### config.mk
export PLATFORM = sky130hd
export DESIGN_NAME = alu_flag_commit
export DESIGN_NICKNAME = d
export VERILOG_FILES = /design/src/rtl/alu_flag_commit.sv
export SDC_FILE = /design/constraint.sdc
export NUM_CORES = 1
export LEC_CHECK = 0
export BUFFER_PORTS_ARGS = -buffer_cell sky130_fd_sc_hd__buf_2
export CAP_MARGIN = 40
export CORE_UTILIZATION = 49
export DETAILED_ROUTE_END_ITERATION = 16
export PLACE_DENSITY_LB_ADDON = 0.15
export RECOVER_POWER = 100
export SLEW_MARGIN = 10
export SYNTH_ARGS = -nofsm -noshare
export SYNTH_HDL_FRONTEND = slang
export SYNTH_SLANG_ARGS = --single-unit
### constraint.sdc
create_clock -name clk -period 3.3 [get_ports clk]
set_input_delay 0.33 -clock clk [delete_from_list [all_inputs] [get_ports clk]]
set_output_delay 0.33 -clock clk [all_outputs]
set_load 0.02 [all_outputs]
### src/rtl/alu_flag_commit.sv
// rtl/alu_flag_commit.sv - ALU commit stage: flag register, branch resolve, write-back FIFO
module alu_flag_commit #(
   parameter int DATA_W = 16,
   parameter int RD_W   = 3,
   parameter int DEPTH  = 2
) (
   input  logic              clk,
   input  logic              rst_n,
   input  logic              in_valid,
   output logic              in_ready,
   input  logic [DATA_W-1:0] in_result,
   input  logic [15:0]       in_status,
   input  logic [RD_W-1:0]   in_rd,
   input  logic              in_wr_en,
   input  logic              in_flag_we,
   input  logic              in_br_en,
   input  logic [2:0]        in_br_cond,
   input  logic [DATA_W-1:0] in_br_target,
   output logic              out_valid,
   input  logic              out_ready,
   output logic [DATA_W-1:0] out_data,
   output logic [RD_W-1:0]   out_rd,
   output logic [3:0]        flags,
   output logic              br_taken,
   output logic [DATA_W-1:0] br_target
);
   localparam int PTR_W = (DEPTH > 1) ? $clog2(DEPTH) : 1;
   localparam int CNT_W = $clog2(DEPTH + 1);
   localparam logic [CNT_W-1:0] C_DEPTH = CNT_W'(DEPTH);

   logic [DATA_W-1:0] r_mem_data [DEPTH];
   logic [RD_W-1:0]   r_mem_rd   [DEPTH];
   logic [PTR_W-1:0]  r_wr_ptr;
   logic [PTR_W-1:0]  r_rd_ptr;
   logic [CNT_W-1:0]  r_count;
   logic [3:0]        r_flags;
   logic              r_br_taken;
   logic [DATA_W-1:0] r_br_target;

   logic w_accept;
   logic w_push;
   logic w_pop;
   logic w_cond_met;
   logic w_unused_status;

   assign w_unused_status = ^in_status[11:0];

   // in_ready depends only on registered occupancy, never on out_ready
   assign in_ready  = rst_n & (r_count < C_DEPTH);
   assign out_valid = (r_count != '0);
   assign w_accept  = in_valid & in_ready;
   assign w_push    = w_accept & in_wr_en;
   assign w_pop     = out_valid & out_ready;

   assign out_data  = r_mem_data[r_rd_ptr];
   assign out_rd    = r_mem_rd[r_rd_ptr];
   assign flags     = r_flags;
   assign br_taken  = r_br_taken;
   assign br_target = r_br_target;

   // Conditions read the flags held before this op's own flag update
   always_comb begin
      w_cond_met = 1'b0;
      case (in_br_cond)
         3'b000: w_cond_met = 1'b1;
         3'b001: w_cond_met = r_flags[3];
         3'b010: w_cond_met = ~r_flags[3];
         3'b011: w_cond_met = r_flags[2] ^ r_flags[0];
         3'b100: w_cond_met = ~(r_flags[2] ^ r_flags[0]);
         3'b101: w_cond_met = r_flags[1];
         3'b110: w_cond_met = r_flags[0];
         default: w_cond_met = 1'b0;
      endcase
   end

   always_ff @(posedge clk) begin
      if (!rst_n) begin
         for (int i = 0; i < DEPTH; i++) begin
            r_mem_data[i] <= '0;
            r_mem_rd[i]   <= '0;
         end
         r_wr_ptr    <= '0;
         r_rd_ptr    <= '0;
         r_count     <= '0;
         r_flags     <= '0;
         r_br_taken  <= 1'b0;
         r_br_target <= '0;
      end else begin
         if (w_push) begin
            r_mem_data[r_wr_ptr] <= in_result;
            r_mem_rd[r_wr_ptr]   <= in_rd;
            r_wr_ptr             <= r_wr_ptr + PTR_W'(1);
         end
         if (w_pop) begin
            r_rd_ptr <= r_rd_ptr + PTR_W'(1);
         end
         case ({w_push, w_pop})
            2'b10:   r_count <= r_count + CNT_W'(1);
            2'b01:   r_count <= r_count - CNT_W'(1);
            default: r_count <= r_count;
         endcase
         if (w_accept && in_flag_we) begin
            r_flags <= in_status[15:12];
         end
         r_br_taken <= w_accept & in_br_en & w_cond_met;
         if (w_accept && in_br_en && w_cond_met) begin
            r_br_target <= in_br_target;
         end
      end
   end
endmodule

# Word-level counts from Yosys, hierarchy flattened
# Memory sizes are Yosys's and may differ from the RTL's. A register that Yosys moved wholly into a read port is not among the register bits.
# Cells that the tools add are included.
[totals] memories=2 word_cells=54 out_inout_bits=42 regBits=25 inputBits=61 ramBits=38
[mem_list] memory="r_mem_data" words=2 word_bits=16 read_ports=1 rd_ports_with_merged_regs=1 write_ports=2 line_no="31" source="logic [DATA_W-1:0] r_mem_data [DEPTH];"
[mem_list] memory="r_mem_rd" words=2 word_bits=3 read_ports=1 rd_ports_with_merged_regs=1 write_ports=2 line_no="32" source="logic [RD_W-1:0] r_mem_rd [DEPTH];"
[op_classes] muxes=16 n_bitwise=9 magnitude_cmp=1 reduce_logical=8 n_eq_ne=8 add_sub_neg=4
[ops] op="$mux W16" n=1
[ops] op="$reduce_or A16 Y1" n=1
[ops] op="$mux W1" n=12
[ops] op="$eq A3 B3 Y1 const B" n=3
[ops] op="$pmux W1 S7" n=1
[ops] op="$and A1 B1 Y1" n=6
[ops] op="$eq A3 B2 Y1 const B" n=2
[ops] op="$pmux W2 S2" n=1
[ops] op="$reduce_bool A2 Y1" n=2
[ops] op="$eq A3 B1 Y1 const B" n=1
[ops] op="$logic_and A1 B1 Y1" n=3
[ops] op="$logic_not A3 Y1" n=1
[ops] op="$mux W3" n=1
[ops] op="$reduce_or A3 Y1" n=1
[ops] op="$add A1 B1 Y1 const B" n=2
[ops] op="$add A2 B1 Y2 const B" n=1
[ops] op="$eq A2 B1 Y1 const B" n=1
[ops] op="$eq A2 B2 Y1 const B" n=1
[ops] op="$lt A2 B2 Y1 const B" n=1
[ops] op="$not A1 Y1" n=2
[ops] op="$sub A2 B1 Y2 const B" n=1
[ops] op="$xor A1 B1 Y1" n=1

# Longest topological paths before layout
# Gate-level depths: netlist (run 1).
[logic_depth] word_depth=9 depth_mapped=8 ltp_nobuf=6

# Worst setup path before layout (run 1)
# No wires, ideal clock.
[synth_path] path_kind="in2reg" startpoint="in rst_n" endpoint="mem r_mem_data[0][0], enable pin" setup_slack_ps=597 arrival_ps=2281 stages=5 setup_time_ps=421 path_buffers=2 required_ps=2879 cell_sequence="buf_2 -> and3b_1 -> clkbuf_2 -> nand2_1 -> o21ai_0"
[synth_lines] element="start: declaration" line_no="8" source="input logic rst_n,"
[synth_lines] element="end: declaration" line_no="31"

==> flow_summary.yaml, run 1 <==
run_status:
  outcome: "finished with violations"
  failed_checks: "capacitance limit, slew limit"
logic_synthesis:
  synth.net_count: 289
  postSynthAreaPerCell_um2: 12.2
  synth_ff_type: "edfxtp_1"
  synthCells: 227
  synth_area_mm2: 0.00277
  yosys.area.top_type: "edfxtp_1"
  seq_area_frac_synth_pct: 59.9
  ys_warn_count: 0
  synth_seq_cells: 64
  ys_types: 31
  netlist_top_cells_area: "edfxtp_1 41%, dfxtp_1 19%, and2_1 9.3%, mux2_2 8.1%, mux2i_1 6.1%"
  synth-edff-count: 38
  ys_async_sr_fraction_pct: 0
  yosysTopAreaCellShare_pct: 41.2
timing:
  hold_viol: 0
  period_share_pct: 71.3
  rsz0062_at_grt: "false"
  slew_violations: 45
  finalCriticalPeriod_ns: 2.35
  setup_ws_ns: 0.949
  setup-violations-final: 0
  slew_headroom_pct: -8.50
  fin_setup_tns_ns: 0
  fmax_ghz: 0.425
  tightest_slew_ns: 1.63
  skew_ns: 0.0101
pwr:
  peakVddDrop_v: 0.000261
  p_clk_share_pct: 35.2
  power.density_mw_per_mm2: 535
  p_leak_nw: 1.30
  p_int_mw: 1.35
  switchingPower_mw: 0.469
  p_sw_share_pct: 25.8
  seq_power_share_pct: 49.9
  power_frac_comb_pct: 14.9
layout:
  area_delta_synth_final_pct: 22.8
  multi_input_area_mm2: 0.00103
  nets: 383
  drive_gt1_share_pct: 26.4
  diodes: 0
  final-seq-area_mm2: 0.00166
  n_fill_cell: 491
place:
  numPortBuffers: 90
  gp_congestion: 0.693
  dp_slack_ns: 1.38
  dpl.hpwl_mm: 3.26
setup_path:
  r2r_end: "br_target[11]"
  rr_startpoint: "flags[3]"
  critical_path.max_fanout: 14
  crit_type: "reg -> out"
  r2r_setup_slack_ns: 0.98
  start_kind: "register"
  rr_worst_depth: 5
  timing.critical_path.required_ns: 2.97
  worstPathArrival_ns: 2.02
  end_kind: "output port"
cts:
  ctsResizeCount: 0
  htreeDepth: 3
  tritoncts: "built"
  clkLatencyLatePin_ns: 0.34
  cts-buffers-inserted: 9
  clockRootBuffer: "clkbuf_8"
  cts_buffer_depth: 2
  path_clk_slew_ns: 0.08
  postCtsSetupRepairBufs: 0
  hold_buffers: 0
  cts.sinks: 64
drt:
  first_pass_iters: 6
  routed-via-count: 1910
  vias_per_cell: 4.80
  drt-total-wl_mm: 4.88
  wl_per_cell_um: 12.3
  drc_errors: 0
  drtIter0Drc: 77
  ant_nets: 0
global_routing:
  grt_antenna_before_repair: 0
  grt_pass1_wl_mm: 8.07
  grt_pass1_vias: 1866
  track_usage_pct: 17.8
  grt_max_degree: 45
  grt_overflow: 0
min_path:
  hold-path-endpoint: "br_target[14]"
  hold_depth: 3
  hold_path.class: "in -> reg"
  worstHoldStart: "in_br_target[14]"
floorplan:
  die_area_mm2: 0.00596
  pin_count: 103
  dieWidth_um: 77.2
  core_mm2: 0.00547
  fp.dieH_um: 77.2
  rows: 27
  start_util_pct: 50.7
job:
  cap_violations: 1
## critical path, stage by stage, from the launching register on
cell and delay [ns]:
dfxtp_1 0.48, clkbuf_1 0.62, mux2_2 0.42, clkbuf_1 0.17
## per-stage QoR
step / hold slack [ns] / util [%] / power [mW] / instance area [µm²] / cells
after floorplan: 0.472 / - / 1.12 / 2770 / 227
after global placement: 0.439 / 59.8 / 1.21 / 3270 / 380
after detailed placement: 0.444 / 60.4 / 1.22 / 3300 / 382
after CTS: 0.220 / 63.8 / 1.86 / 3490 / 398
after global routing: 0.225 / 62.2 / 1.91 / 3400 / 398
final: 0.230 / 62.2 / 1.82 / 3400 / 398
## synth_stat cells, types with 2 or more instances
master / number
mux2_2: 20
clkbuf_1: 8
and2_1: 41
nand4b_1: 2
nor2b_1: 3
nand3_1: 5
o21ai_0: 2
mux2i_1: 17
a21boi_0: 5
xnor2_1: 3
dfxtp_1: 26
edfxtp_1: 38
nand2_1: 38
buf_2: 2
## worst max path at each step
stage                         to  slack (ns)  cells after the start
5_1_grt         r_mem_data[0][2]        0.66                      4
3_3_place_gp        br_target[5]        1.19                      5
3_5_place_dp   r_mem_data[0][13]        1.38                      6
6_report            out_data[10]        0.95                      3
4_1_cts             out_data[10]        1.37                      3
2_1_floorplan   r_mem_data[0][0]        0.60                      5
## power groups by stage
stage                     clock [mW]  combinational, mW  sequential [mW]
after floorplan                    0              0.193            0.924
after global placement             0              0.270            0.936
after detailed placement           0              0.292            0.926
after CTS                      0.659              0.293            0.909
after global routing           0.696              0.297            0.912
final                          0.641              0.271            0.908
## cells in the final DEF, fill, tap and decap left out, types with 2 or more instances in the layout
cell type,n
and2_1,15
edfxtp_1,38
mux2i_1,17
clkbuf_8,9
nand4b_1,2
and2_0,26
a21boi_0,5
clkinvlp_4,3
nor2b_1,3
xnor2_1,3
mux2_2,20
dfxtp_1,26
clkbuf_1,49
buf_2,49
nand2_1,38
nand3_1,5
## kinds of logic after synthesis
family / share of synthesized area (%)
AO/OA/AOI/OAI: 2.66
adder cells (fa/ha/maj): 0.451
flip-flops: 59.9
AND/OR/NAND/NOR: 18.5
multiplexers: 14.3
XOR/XNOR: 1.26
buffers and inverters: 2.89
## sequential cells by signal (all words and copies together) (netlist names), named ones only
signal and count:
flags 4, r_wr_ptr 1, br_target 16, r_mem_rd 6, r_rd_ptr 1, br_taken 1, r_count 2, r_mem_data 32
## final cells by class
| class | instances | area share, % |
|---|---|---|
| sequential | 64 | 48.8 |
| multi-input combinational | 149 | 30.4 |
| timing repair buffer | 97 | 12.6 |
| clock buffer | 11 | 3.86 |
| tap | 72 | 2.65 |
| clock inverter | 5 | 1.69 |
## per-layer routing
layer	track usage [%]	routed length, µm	vias to the layer above
li1	-	-	972
met1	19.5	2070	861
met2	29.7	2340	65
met3	4.76	341	12
met4	12.3	126	0
met5	0	0	-
No activity file was read; power rests on OpenSTA's default activity.
==> inputs of run 2 (changes only) <==
==> constraint.sdc (replaced) <==
create_clock -name clk -period 2.3 [get_ports clk]
set_input_delay 0.23 -clock clk [delete_from_list [all_inputs] [get_ports clk]]
set_output_delay 0.23 -clock clk [all_outputs]
set_load 0.02 [all_outputs]
==> run 2 against run 1 <==
Against the previous run: first-iteration DRC count up 53%; global-route usage rose by 0.71 points; the flow now finishes without violations; die area stayed put.
==> flow_summary.yaml, run 2 (synthesis gave the netlist of run 1 again) <==
run_status:
  outcome: "finished, final reports clean"
timing:
  fmax_ghz: 0.532
  slew_headroom_pct: 49.9
  tightest_slew_ns: 0.752
  setup-violations-final: 0
  hold_viol: 0
  skew_ns: 0.00816
  rsz0062_at_grt: "false"
  fin_setup_tns_ns: 0
  finalCriticalPeriod_ns: 1.88
  slew_violations: 0
  period_share_pct: 81.7
floorplan:
  die_area_mm2: 0.00596
  start_util_pct: 50.7
  core_mm2: 0.00547
  rows: 27
  fp.dieH_um: 77.2
  pin_count: 103
  dieWidth_um: 77.2
drt:
  vias_per_cell: 4.81
  met1Wirelength_mm: 2.26
  drc_errors: 0
  routed-via-count: 1920
  ant_nets: 0
  wl_per_cell_um: 12.7
  first_pass_iters: 4
  drtIter0Drc: 118
  drt-total-wl_mm: 5.05
  top_layer: "met4"
  wl_met2_mm: 2.33
  dr_wl_met3_um: 386
setup_path:
  crit_path_cell_trace: "mux2_2 > o211ai_1 > o2111a_1 > clkbuf_2 > mux2i_1"
  slowest_delay_ns: 0.45
  timing.critical_path.required_ns: 2.55
  slowest_stage: "clkbuf_2"
  start_kind: "register"
  crit_type: "reg -> reg"
  critical_path.max_fanout: 17
  worstPathArrival_ns: 2.13
  end_kind: "register"
global_routing:
  grt_antenna_before_repair: 0
  grt_pass1_vias: 1864
  grt_pass1_wl_mm: 8.29
  grt_max_degree: 45
  track_usage_pct: 18.5
  grt_overflow: 0
pwr:
  p_leak_nw: 1.34
  peakVddDrop_v: 0.000382
  power.density_mw_per_mm2: 789
layout:
  largest_reg_flops: 32
  postLayoutCellArea_mm2: 0.00343
  layout_common_cells: "50 x buf_2, 45 x clkbuf_1, 38 x nand2_1, 38 x edfxtp_1, 26 x dfxtp_1"
  final-seq-area_mm2: 0.00166
  multi_input_area_mm2: 0.00103
  finalNonFillerCells: 399
  mostFrequentLayoutCell: "buf_2"
  largest-register: "r_mem_data"
  drive_gt1_share_pct: 27.2
  area_delta_synth_final_pct: 23.7
  n_fill_cell: 482
  finish.utilization_pct: 62.7
  diodes: 0
  nets: 384
min_path:
  hold_path.class: "in -> reg"
job:
  cap_violations: 0
place:
  gp_congestion: 0.653
  dpl.hpwl_mm: 3.38
  numPortBuffers: 90
  dp.cells: 383
  placed_area_mm2: 0.00330
cts:
  cts_buffer_depth: 2
  ctsResizeCount: 0
  tritoncts: "built"
  clockRootBuffer: "clkbuf_8"
  postCtsSetupRepairBufs: 0
  cts-buffers-inserted: 9
  clkLatencyLatePin_ns: 0.33
  htreeDepth: 3
  cts.sinks: 64
  path_clk_slew_ns: 0.07
  hold_buffers: 0
run 2: cell types whose count changed in the layout (fill, tap and decap cells not counted), moves of 3 or more:
cell | previous run | this run
and2_0 | 26 | 18
and2_1 | 15 | 23
clkbuf_1 | 49 | 45
clkinvlp_4 | 3 | 0
clkbuf_2 | 0 | 4
run 2: final timing paths:
| path | from | end | slack [ns] | cells past startpoint |
|---|---|---|---|---|
| setup / recovery | flags[3] | br_target[14] | 0.42 | 5 |
| hold / removal | in_br_target[2] | br_target[2] | 0.14 | 3 |
| setup reg to reg | flags[3] | br_target[14] | 0.42 | 5 |
| hold reg to reg | br_target[15] | br_target[15] | 0.46 | 2 |
run 2: cell type report:
class,instances,share of cell area [%]
sequential,64,48.4
multi-input combinational,149,30.1
timing repair buffer,98,12.9
tap,72,2.63
clock inverter,4,2.01
clock buffer,12,3.94
run 2: stage by stage:
| step | power (mW) | hold slack (ns) | worst slack, ns |
|---|---|---|---|
| after global placement | 1.74 | 0.438 | 0.356 |
| after CTS | 2.75 | 0.124 | 0.585 |
| after floorplan | 1.60 | 0.372 | 0.211 |
| final | 2.71 | 0.139 | 0.420 |
| after global routing | 2.82 | 0.133 | 0.281 |
| after detailed placement | 1.75 | 0.444 | 0.604 |
run 2: power breakdown:
group | switching, mW | internal (mW)
Clock | 0.404 | 0.607
Sequential | 0.0229 | 1.27
Combinational | 0.231 | 0.167
run 2: per-layer routing:
metal	up-vias	GRT usage, %
li1	971	-
met3	8	7.38
met1	875	21.7
met5	-	0
met2	66	29.6
met4	0	8.49
run 2: worst max-delay path, delay by kind of cell, from the launching register on:
family	cells	cell delay, ns
AO/OA/AOI/OAI	2	0.38
buffers and inverters	1	0.45
flip-flops	1	0.37
multiplexers	2	0.59
